<file path="src/rtl/voice_allocator_if.sv">
// Key/voice bundle between the key conditioners (master) and the voice allocator (slave).
interface voice_allocator_if #(
  parameter int unsigned NUM_VOICES = 2
);
  logic [7:0]              key;
  logic [NUM_VOICES-1:0]   speaker;
  logic [NUM_VOICES-1:0]   voice_active;
  logic [3*NUM_VOICES-1:0] voice_note;
  logic                    steal;

  modport master (output key, input speaker, voice_active, voice_note, steal);
  modport slave  (input key, output speaker, voice_active, voice_note, steal);
endinterface

</file>
<file path="src/rtl/voice_allocator.sv">
// Shares NUM_VOICES square-wave tone generators among eight keys, stealing the oldest
// voice when none is free.
module voice_allocator #(
  parameter int unsigned NUM_VOICES = 2,
  parameter int unsigned DIV_SHIFT  = 0
) (
  input  logic             clk,
  input  logic             reset,
  voice_allocator_if.slave bus
);
  localparam int unsigned NV = NUM_VOICES;
  localparam int unsigned VW = (NV > 1) ? $clog2(NV) : 1;

  typedef enum logic [0:0] {StIdle, StAlloc} state_e;

  state_e        state_q, state_d;
  logic [7:0]    key_q, pending_q, pending_d, press, release_k;
  logic [NV-1:0] active_q, active_d, spk_q, spk_d;
  logic [NV-1:0] freed, alloc_oh, survive;
  logic [2:0]    note_q [NV];
  logic [2:0]    note_d [NV];
  logic [2:0]    rank_q [NV];
  logic [2:0]    rank_d [NV];
  logic [16:0]   cnt_q  [NV];
  logic [16:0]   cnt_d  [NV];
  logic          steal_q, steal_d;
  logic [2:0]    serve_key;
  logic          do_alloc, have_free;
  logic [VW-1:0] choice;

  function automatic logic [16:0] half_of(input logic [2:0] k);
    logic [16:0] t;
    case (k)
      3'd0:    t = 17'd95556;
      3'd1:    t = 17'd85131;
      3'd2:    t = 17'd75843;
      3'd3:    t = 17'd71586;
      3'd4:    t = 17'd63776;
      3'd5:    t = 17'd56818;
      3'd6:    t = 17'd50619;
      default: t = 17'd47778;
    endcase
    return t >> DIV_SHIFT;
  endfunction

  // Scheduler: serve the lowest pending key, one per edge.
  always_comb begin
    press     = bus.key & ~key_q;
    release_k = ~bus.key & key_q;
    serve_key = '0;
    for (int k = 7; k >= 0; k--) begin
      if (pending_q[k]) serve_key = 3'(k);
    end
    do_alloc  = (state_q == StAlloc) && !release_k[serve_key];
    pending_d = (pending_q | press) & ~release_k;
    if (state_q == StAlloc) pending_d[serve_key] = 1'b0;
    state_d   = (pending_d != '0) ? StAlloc : StIdle;
  end

  always_comb begin
    have_free = 1'b0;
    choice    = '0;
    for (int v = NV - 1; v >= 0; v--) begin
      if (!active_q[v]) begin
        have_free = 1'b1;
        choice    = VW'(v);
      end
    end
    if (!have_free) begin
      for (int v = 0; v < NV; v++) begin
        if (rank_q[v] == 3'(NV - 1)) choice = VW'(v);
      end
    end
    alloc_oh = '0;
    if (do_alloc) alloc_oh[choice] = 1'b1;
    for (int v = 0; v < NV; v++) freed[v] = active_q[v] & release_k[note_q[v]];
    survive  = active_q & ~freed & ~alloc_oh;
    active_d = survive | alloc_oh;
    steal_d  = do_alloc & ~have_free;

    for (int v = 0; v < NV; v++) begin
      note_d[v] = note_q[v];
      rank_d[v] = '0;
      cnt_d[v]  = '0;
      spk_d[v]  = 1'b0;
      if (alloc_oh[v]) begin
        note_d[v] = serve_key;
      end else if (survive[v]) begin
        // New rank = survivors younger than v, plus one if a fresh allocation sits above it.
        rank_d[v] = do_alloc ? 3'd1 : 3'd0;
        for (int u = 0; u < NV; u++) begin
          if (u != v && survive[u] && rank_q[u] < rank_q[v]) rank_d[v] = rank_d[v] + 3'd1;
        end
        if (cnt_q[v] == half_of(note_q[v]) - 17'd1) begin
          cnt_d[v] = '0;
          spk_d[v] = ~spk_q[v];
        end else begin
          cnt_d[v] = cnt_q[v] + 17'd1;
          spk_d[v] = spk_q[v];
        end
      end
    end
  end

  always_ff @(posedge clk) begin
    if (reset) begin
      state_q   <= StIdle;
      key_q     <= '0;
      pending_q <= '0;
      active_q  <= '0;
      spk_q     <= '0;
      steal_q   <= 1'b0;
      for (int v = 0; v < NV; v++) begin
        note_q[v] <= '0;
        rank_q[v] <= '0;
        cnt_q[v]  <= '0;
      end
    end else begin
      state_q   <= state_d;
      key_q     <= bus.key;
      pending_q <= pending_d;
      active_q  <= active_d;
      spk_q     <= spk_d;
      steal_q   <= steal_d;
      for (int v = 0; v < NV; v++) begin
        note_q[v] <= note_d[v];
        rank_q[v] <= rank_d[v];
        cnt_q[v]  <= cnt_d[v];
      end
    end
  end

  assign bus.speaker      = spk_q;
  assign bus.voice_active = active_q;
  assign bus.steal        = steal_q;

  always_comb begin
    bus.voice_note = '0;
    for (int v = 0; v < NV; v++) bus.voice_note[3*v +: 3] = note_q[v];
  end
endmodule

</file>
<file path="src/flat_wrapper.sv">
// flat-port wrapper written by rule: the top's interface ports become plain ports
module voice_allocator_flat 
#(
  parameter int unsigned NUM_VOICES = 2,
  parameter int unsigned DIV_SHIFT  = 0
)
  (clk, reset, bus_key, bus_speaker, bus_voice_active, bus_voice_note, bus_steal);
  voice_allocator_if #(.NUM_VOICES(NUM_VOICES)) bus_i ();
  input  logic clk;
  input  logic reset;
  input wire logic [$bits(bus_i.key)-1:0] bus_key;
  output wire logic [$bits(bus_i.speaker)-1:0] bus_speaker;
  output wire logic [$bits(bus_i.voice_active)-1:0] bus_voice_active;
  output wire logic [$bits(bus_i.voice_note)-1:0] bus_voice_note;
  output wire logic [$bits(bus_i.steal)-1:0] bus_steal;
  assign bus_i.key = bus_key;
  assign bus_speaker = bus_i.speaker;
  assign bus_voice_active = bus_i.voice_active;
  assign bus_voice_note = bus_i.voice_note;
  assign bus_steal = bus_i.steal;
  voice_allocator #(.NUM_VOICES(NUM_VOICES), .DIV_SHIFT(DIV_SHIFT)) u_core (.clk(clk), .reset(reset), .bus(bus_i));
endmodule
</file>
<file path="config.mk">
export PLATFORM = sky130hd
export DESIGN_NAME = voice_allocator_flat
export DESIGN_NICKNAME = d
export VERILOG_FILES = /design/src/rtl/voice_allocator_if.sv /design/src/rtl/voice_allocator.sv /design/src/flat_wrapper.sv
export SDC_FILE = /design/constraint.sdc
export NUM_CORES = 1
export LEC_CHECK = 0
export ABC_AREA = 1
export CAP_MARGIN = 15
export CORE_ASPECT_RATIO = 0.7
export CORE_MARGIN = 3
export CORE_UTILIZATION = 41
export CTS_CLUSTER_DIAMETER = 80
export DETAILED_ROUTE_END_ITERATION = 16
export PLACE_DENSITY = 0.68
export RECOVER_POWER = 25
export SETUP_SLACK_MARGIN = 0.05
export SYNTH_ARGS = -nofsm -noshare
export SYNTH_HDL_FRONTEND = slang
export SYNTH_SLANG_ARGS = --single-unit
</file>
<file path="constraint.sdc">
create_clock -name clk -period 2.6 [get_ports clk]
set_clock_uncertainty 0.15 [all_clocks]
set_input_delay 0.39 -clock clk [delete_from_list [all_inputs] [get_ports clk]]
set_output_delay 0.39 -clock clk [all_outputs]
set_load 0.03 [all_outputs]
</file>
Yosys cells after proc, flatten, opt, wreduce, memory -nomap -nowiden
Memories as Yosys holds them, arrays and structs flattened.
Index checks and enable logic that the tools add are counted.
{"block": "op_classes", "addsub": 5, "n_mux": 57, "n_lt_le_gt_ge": 8, "n_eq_ne": 16, "reduce_logical": 11, "bitwise": 28}
{"op": "$pmux 17 s7", "n": 2}
{"op": "$mux 17", "n": 12}
{"op": "$mux 3", "n": 20}
{"op": "$add 17x1->17 const B", "n": 2}
{"op": "$eq 17x17->1", "n": 2}
{"op": "$sub 17x1->17 const B", "n": 2}
{"op": "$and 8x8->8", "n": 4}
{"op": "$not 8->8", "n": 4}
{"op": "$eq 3x3->1 const B", "n": 6}
{"op": "$mux 1", "n": 16}
{"op": "$eq 3x1->1 const B", "n": 4}
{"op": "$eq 3x2->1 const B", "n": 4}
{"op": "$lt 3x4->1 const B", "n": 3}
{"op": "$bmux 1 s3", "n": 3}
{"op": "$mux 8", "n": 1}
{"op": "$or 8x8->8", "n": 1}
{"op": "$reduce_bool 8->1", "n": 1}
{"op": "$logic_not 3->1", "n": 2}
{"op": "$lt 3x3->1", "n": 2}
{"op": "$or 1x1->1", "n": 6}
{"op": "$reduce_or 3->1", "n": 2}
{"op": "$logic_and 1x1->1", "n": 5}
{"op": "$not 1->1", "n": 5}
{"op": "$and 2x2->2", "n": 2}
{"op": "11 further kinds", "n": 14}
{"block": "word_totals", "regBits": 22, "mem_count": 3, "input_bits": 10, "out_inout_bits": 11, "word_cells": 135, "mem_bits_rw": 46}
{"name": "u_core.cnt_q", "depth": 2, "width": 17, "rd": 2, "rd_ports_with_merged_regs": 0, "write_ports": 2, "line": "voice_allocator.sv:24", "text": "logic [16:0] cnt_q [NV];"}
{"name": "u_core.note_q", "depth": 2, "width": 3, "rd": 2, "rd_ports_with_merged_regs": 0, "write_ports": 2, "line": "voice_allocator.sv:20", "text": "logic [2:0] note_q [NV];"}
{"name": "u_core.rank_q", "depth": 2, "width": 3, "rd": 2, "rd_ports_with_merged_regs": 0, "write_ports": 2, "line": "voice_allocator.sv:22", "text": "logic [2:0] rank_q [NV];"}

Logic depth before layout (Yosys ltp)
{"block": "depth", "word_depth": 23, "depth_mapped": 15, "depth_no_buf": 15}

Worst setup path after synthesis
Ideal clock, no wire load.
{"block": "synth_path", "path_type": "register to register", "start": "memory u_core.note_q[1][2], in the netlist u_core.note_q[0][5]", "end": "memory u_core.cnt_q[1][7], in the netlist u_core.cnt_q[0][24]", "synth_period_minus_slack_ns": 2.297, "path_buffers": 1, "required_ns": 2.334, "setup_ns": 0.116, "setup_slack_ns": 0.303, "t_arrival_ns": 2.032, "stages_incl_launch_ff": 15, "cell_sequence": "dfxtp_1 > inv_1 > nand2_1 > ha_1 > nand2_1 > nand2_1 > nor2_1 > nand3_1 > nor2_1 > nand2_1 > nor2_2 > nand3_2 > nand4_4 > buf_6 > nor2_1"}
{"item": "start, declared", "line": "voice_allocator.sv:20"}
{"item": "end, declared", "line": "voice_allocator.sv:24"}

==> impl_results.md <==
- Outcome: completed
- Met3 GRT Util: under 10%
- Signal arrival time at the worst endpoint: between 2000 and 2500 ps
- Pwr Density: approximately 630 mW/mm^2
- Largest net degree at the start of global routing: 24
- Fin cells: 783
- Mapped cell area: 0.00411 mm^2
- Vias in the first global route: 3435
- Worst reg2reg endpoint: u_core.cnt_q[0][4]$_SDFF_PP0_
- 1st-iter DRT viols: 196
- Post-synthesis register bit count: 66
- Share of layout cells above drive strength 1: 10.0%
- GRT Util Overall: around 17%
- Slew Limit Fails: 0
- Mapped Cells: 627
- Die Y: approximately 90 um
- Critical Path Sink Type: register
- CTS H-tree depth: 3
- Hold endpoint: u_core.bus.speaker[0]$_SDFFE_PP0N_
- Number of I/O pins: 21
- Busiest grt layer: met2
- Worst hold path class: register to register
- Top FF cell, synth: dfxtp_1
- Critical path launch point type: register
- Antenna Cells: 0
- Hold_sp: u_core.bus.speaker[0]$_SDFFE_PP0N_
- Setup TNS: 0 ps
- FFs w/ async S/R, synth: 0%
- Worst-Margin Slew: 999 ps
- Reg2Reg Launch Point: u_core.note_q[0][0]$_SDFFE_PP0P_
- Placed Cells: 767
- Post-synthesis sequential area ratio: 32.1%
- Clock root cell: clkbuf_16
- Worst Path Required: 2670 ps
- Initial antenna violation count: 0
- Via count: about 3800
- Hold Path Depth: 2
- Clk buf depth: 2
- CTS tree: yes
- Crit-path max FO: 17
- Met1 Use GR: 24.5%
- Die ar.: 0.0113 mm^2
- Global routing met2 resource utilization: 25.0%
- Clk slew on worst S/H paths: roughly 60 ps
- Max cap viols: 0
- Final net count: 670
- Setup Viol. Count Final: 0
- GP Congestion: roughly 0.85
- Post-Syn Area per Cell: 6.56 um^2
- First-pass GRT wire length: between 15 and 20 mm
- Final Routed Wirelength: 9.31 mm
- Slew margin rel.: 33.4%
- Critical path class: register to register
- R2R cell count: 12
- Syn. warnings: 0
- Post-synth top area cell: dfxtp_1
- FP Rows: 29
- Final ANT Viol Nets: 0
- Vias/cell: 4.82
- Post-CTS Hold Buffers: 0
- Avg WL per Cell: 11.9 um
- Reg2reg setup slack: a little over 300 ps
- GRT Residual Overflow: 0
- Post-synth top area share: 32.1%
- First-pass DRT Iterations: 4
- Die Wd: 126 um
- VDD IR-drop max: 0.426 mV
- Hpwl dp: 7.10 mm
- Minimum clock period: 2300 ps
- Area Overhead vs Synth: 14.5%
- Num CTS Buffers: 9
- Largest cells by area after synthesis: dfxtp_1, nand2_1, nor2_1
- Fmax: ~440 MHz
- Synth cell types: 38
- Post-synth EDFFs: 0
- RSZ-0062 raised after global routing: false
- CTS Sinks: 66
- Final Cycle Share: 88.3%
- Pleak: roughly 0.002 uW
- Core area: 0.00940 mm^2
- Drt drc: 0
- Clk Latency, worst-skew pair: 340 ps
- I/O Buffers: 20
- Initial Utilization: 43.8%
- Fin. Hold Viols: 0
## kinds of logic (layout without fill, tap and decap cells)
group                      count (synthesis)  count (layout)  synth area share (%)
and+or+nand+nor                          358             358                  39.4
buffers and inverters                    110             141                  11.5
DFF                                       66              66                  32.1
AOI/OAI and AO/OA                         50              50                  7.39
xor gates and xnor gates                  36              36                  7.67
adders and majority gates                  6               6                  1.83
other                                      1               2                0.0912
## how the worst max path moves through the flow
stage,slack [ps],endpoint,depth (start not counted),from
after CTS,260,u_core.cnt_q[0][21]$_SDFF_PP0_,14,u_core.note_q[0][3]$_SDFFE_PP0P_
after floorplan,300,u_core.cnt_q[0][24]$_SDFF_PP0_,14,u_core.note_q[0][5]$_SDFFE_PP0P_
after detailed placement,160,u_core.cnt_q[0][21]$_SDFF_PP0_,10,bus_key[6]
after global placement,220,u_core.cnt_q[0][22]$_SDFF_PP0_,10,bus_key[4]
after global routing,110,u_core.cnt_q[0][24]$_SDFF_PP0_,14,u_core.note_q[0][3]$_SDFFE_PP0P_
final,300,u_core.cnt_q[0][4]$_SDFF_PP0_,12,u_core.note_q[0][0]$_SDFFE_PP0P_
## final cells by class
type                            count  area, um^2
Clock buffer                       12         256
Clock inverter                      4        26.3
Fill cell                         964        4690
Inverter                           97         369
Multi-Input combinational cell    452        2320
Sequential cell                    66        1320
Tap cell                          124         155
Timing Repair Buffer               28         256
## Yosys cell counts, types with 2 or more instances
library cell    n
nand3_2         5
o21ai_0         9
ha_1            6
inv_1          90
a21oi_1        25
nand4_4         2
clkbuf_1        3
xor2_1         30
o21a_1          2
nor2_2          8
o211ai_1        3
xnor2_1         6
o21ai_1         4
nor2_4          3
o21ai_2         3
nand3b_1        3
inv_4           2
nand2_2         9
dfxtp_1        66
nor3_1          3
a21oi_4         2
nand2_1       158
nand4_1        10
buf_6           5
nand3_1        45
buf_4           3
nor2_1        106
inv_2           4
nand2_4         3
## sequential cells by signal, indices dropped and copies added, names as in the netlist, 2 cells and up
| signal | count |
|---|---|
| u_core.rank_q | 4 |
| u_core.key_q | 8 |
| u_core.bus.speaker | 2 |
| u_core.note_q | 6 |
| u_core.cnt_q | 34 |
| u_core.bus.voice_active | 2 |
| u_core.pending_q | 8 |
## metrics by stage
| stage | power (uW) | cell area (um^2) | hold slack (ps) | setup WS (ps) | util (%) |
|---|---|---|---|---|---|
| floorplan | 1660 | 4120 | 290 | 303 | - |
| global route | 3130 | 4710 | 363 | 106 | 50.1 |
| detailed placement | 1830 | 4430 | 319 | 164 | 47.1 |
| finish | 2970 | 4710 | 333 | 303 | 50.1 |
| CTS | 2980 | 4710 | 333 | 264 | 50.1 |
| global placement | 1810 | 4430 | 309 | 225 | 47.1 |
## critical path: stages, from the launching register on
cell	delay (ps)
dfxtp_1	360
nor2_8	180
nand2_1	70
ha_1	280
xnor2_1	160
nor2_1	100
nand3_1	70
nor2_1	110
nand2_1	50
nor2_1	220
nand2_2	110
nand4_4	230
nor2_1	70
## cell usage in the layout (no fill, tap or decap), types with 4 or more instances in the layout
cell and n:
nand4_1 10, buf_4 7, dfxtp_1 66, xor2_1 30, nand2_2 9, inv_1 90
nor2_1 105, nand2_1 158, nand3_1 45, nor2_2 9, inv_2 4, xnor2_1 6
clkbuf_16 9, nand3_2 5, o21ai_0 9, ha_1 6, a21oi_1 25, o21ai_1 4
clkdlybuf4s50_1 17
## where the power goes
| part | internal (uW) | total (uW) | switching [uW] |
|---|---|---|---|
| combinational | 249 | 723 | 474 |
| clock | 695 | 1160 | 462 |
| sequential | 1060 | 1090 | 35.4 |
| total | 2000 | 2970 | 971 |
## timing repair
action | in CTS | in global routing
buffers inserted | 0 | 0
endpoints found under the setup margin | 0 | 13
gates resized for setup | 0 | 1
hold endpoints to repair | 0 | 0
## metal layers
metal	up-vias	routed length (um)
met4	0	83
met1	1700	4890
li1	1992	-
met5	-	0
met3	7	416
met2	76	3920
(Power assumes the default switching activity.)
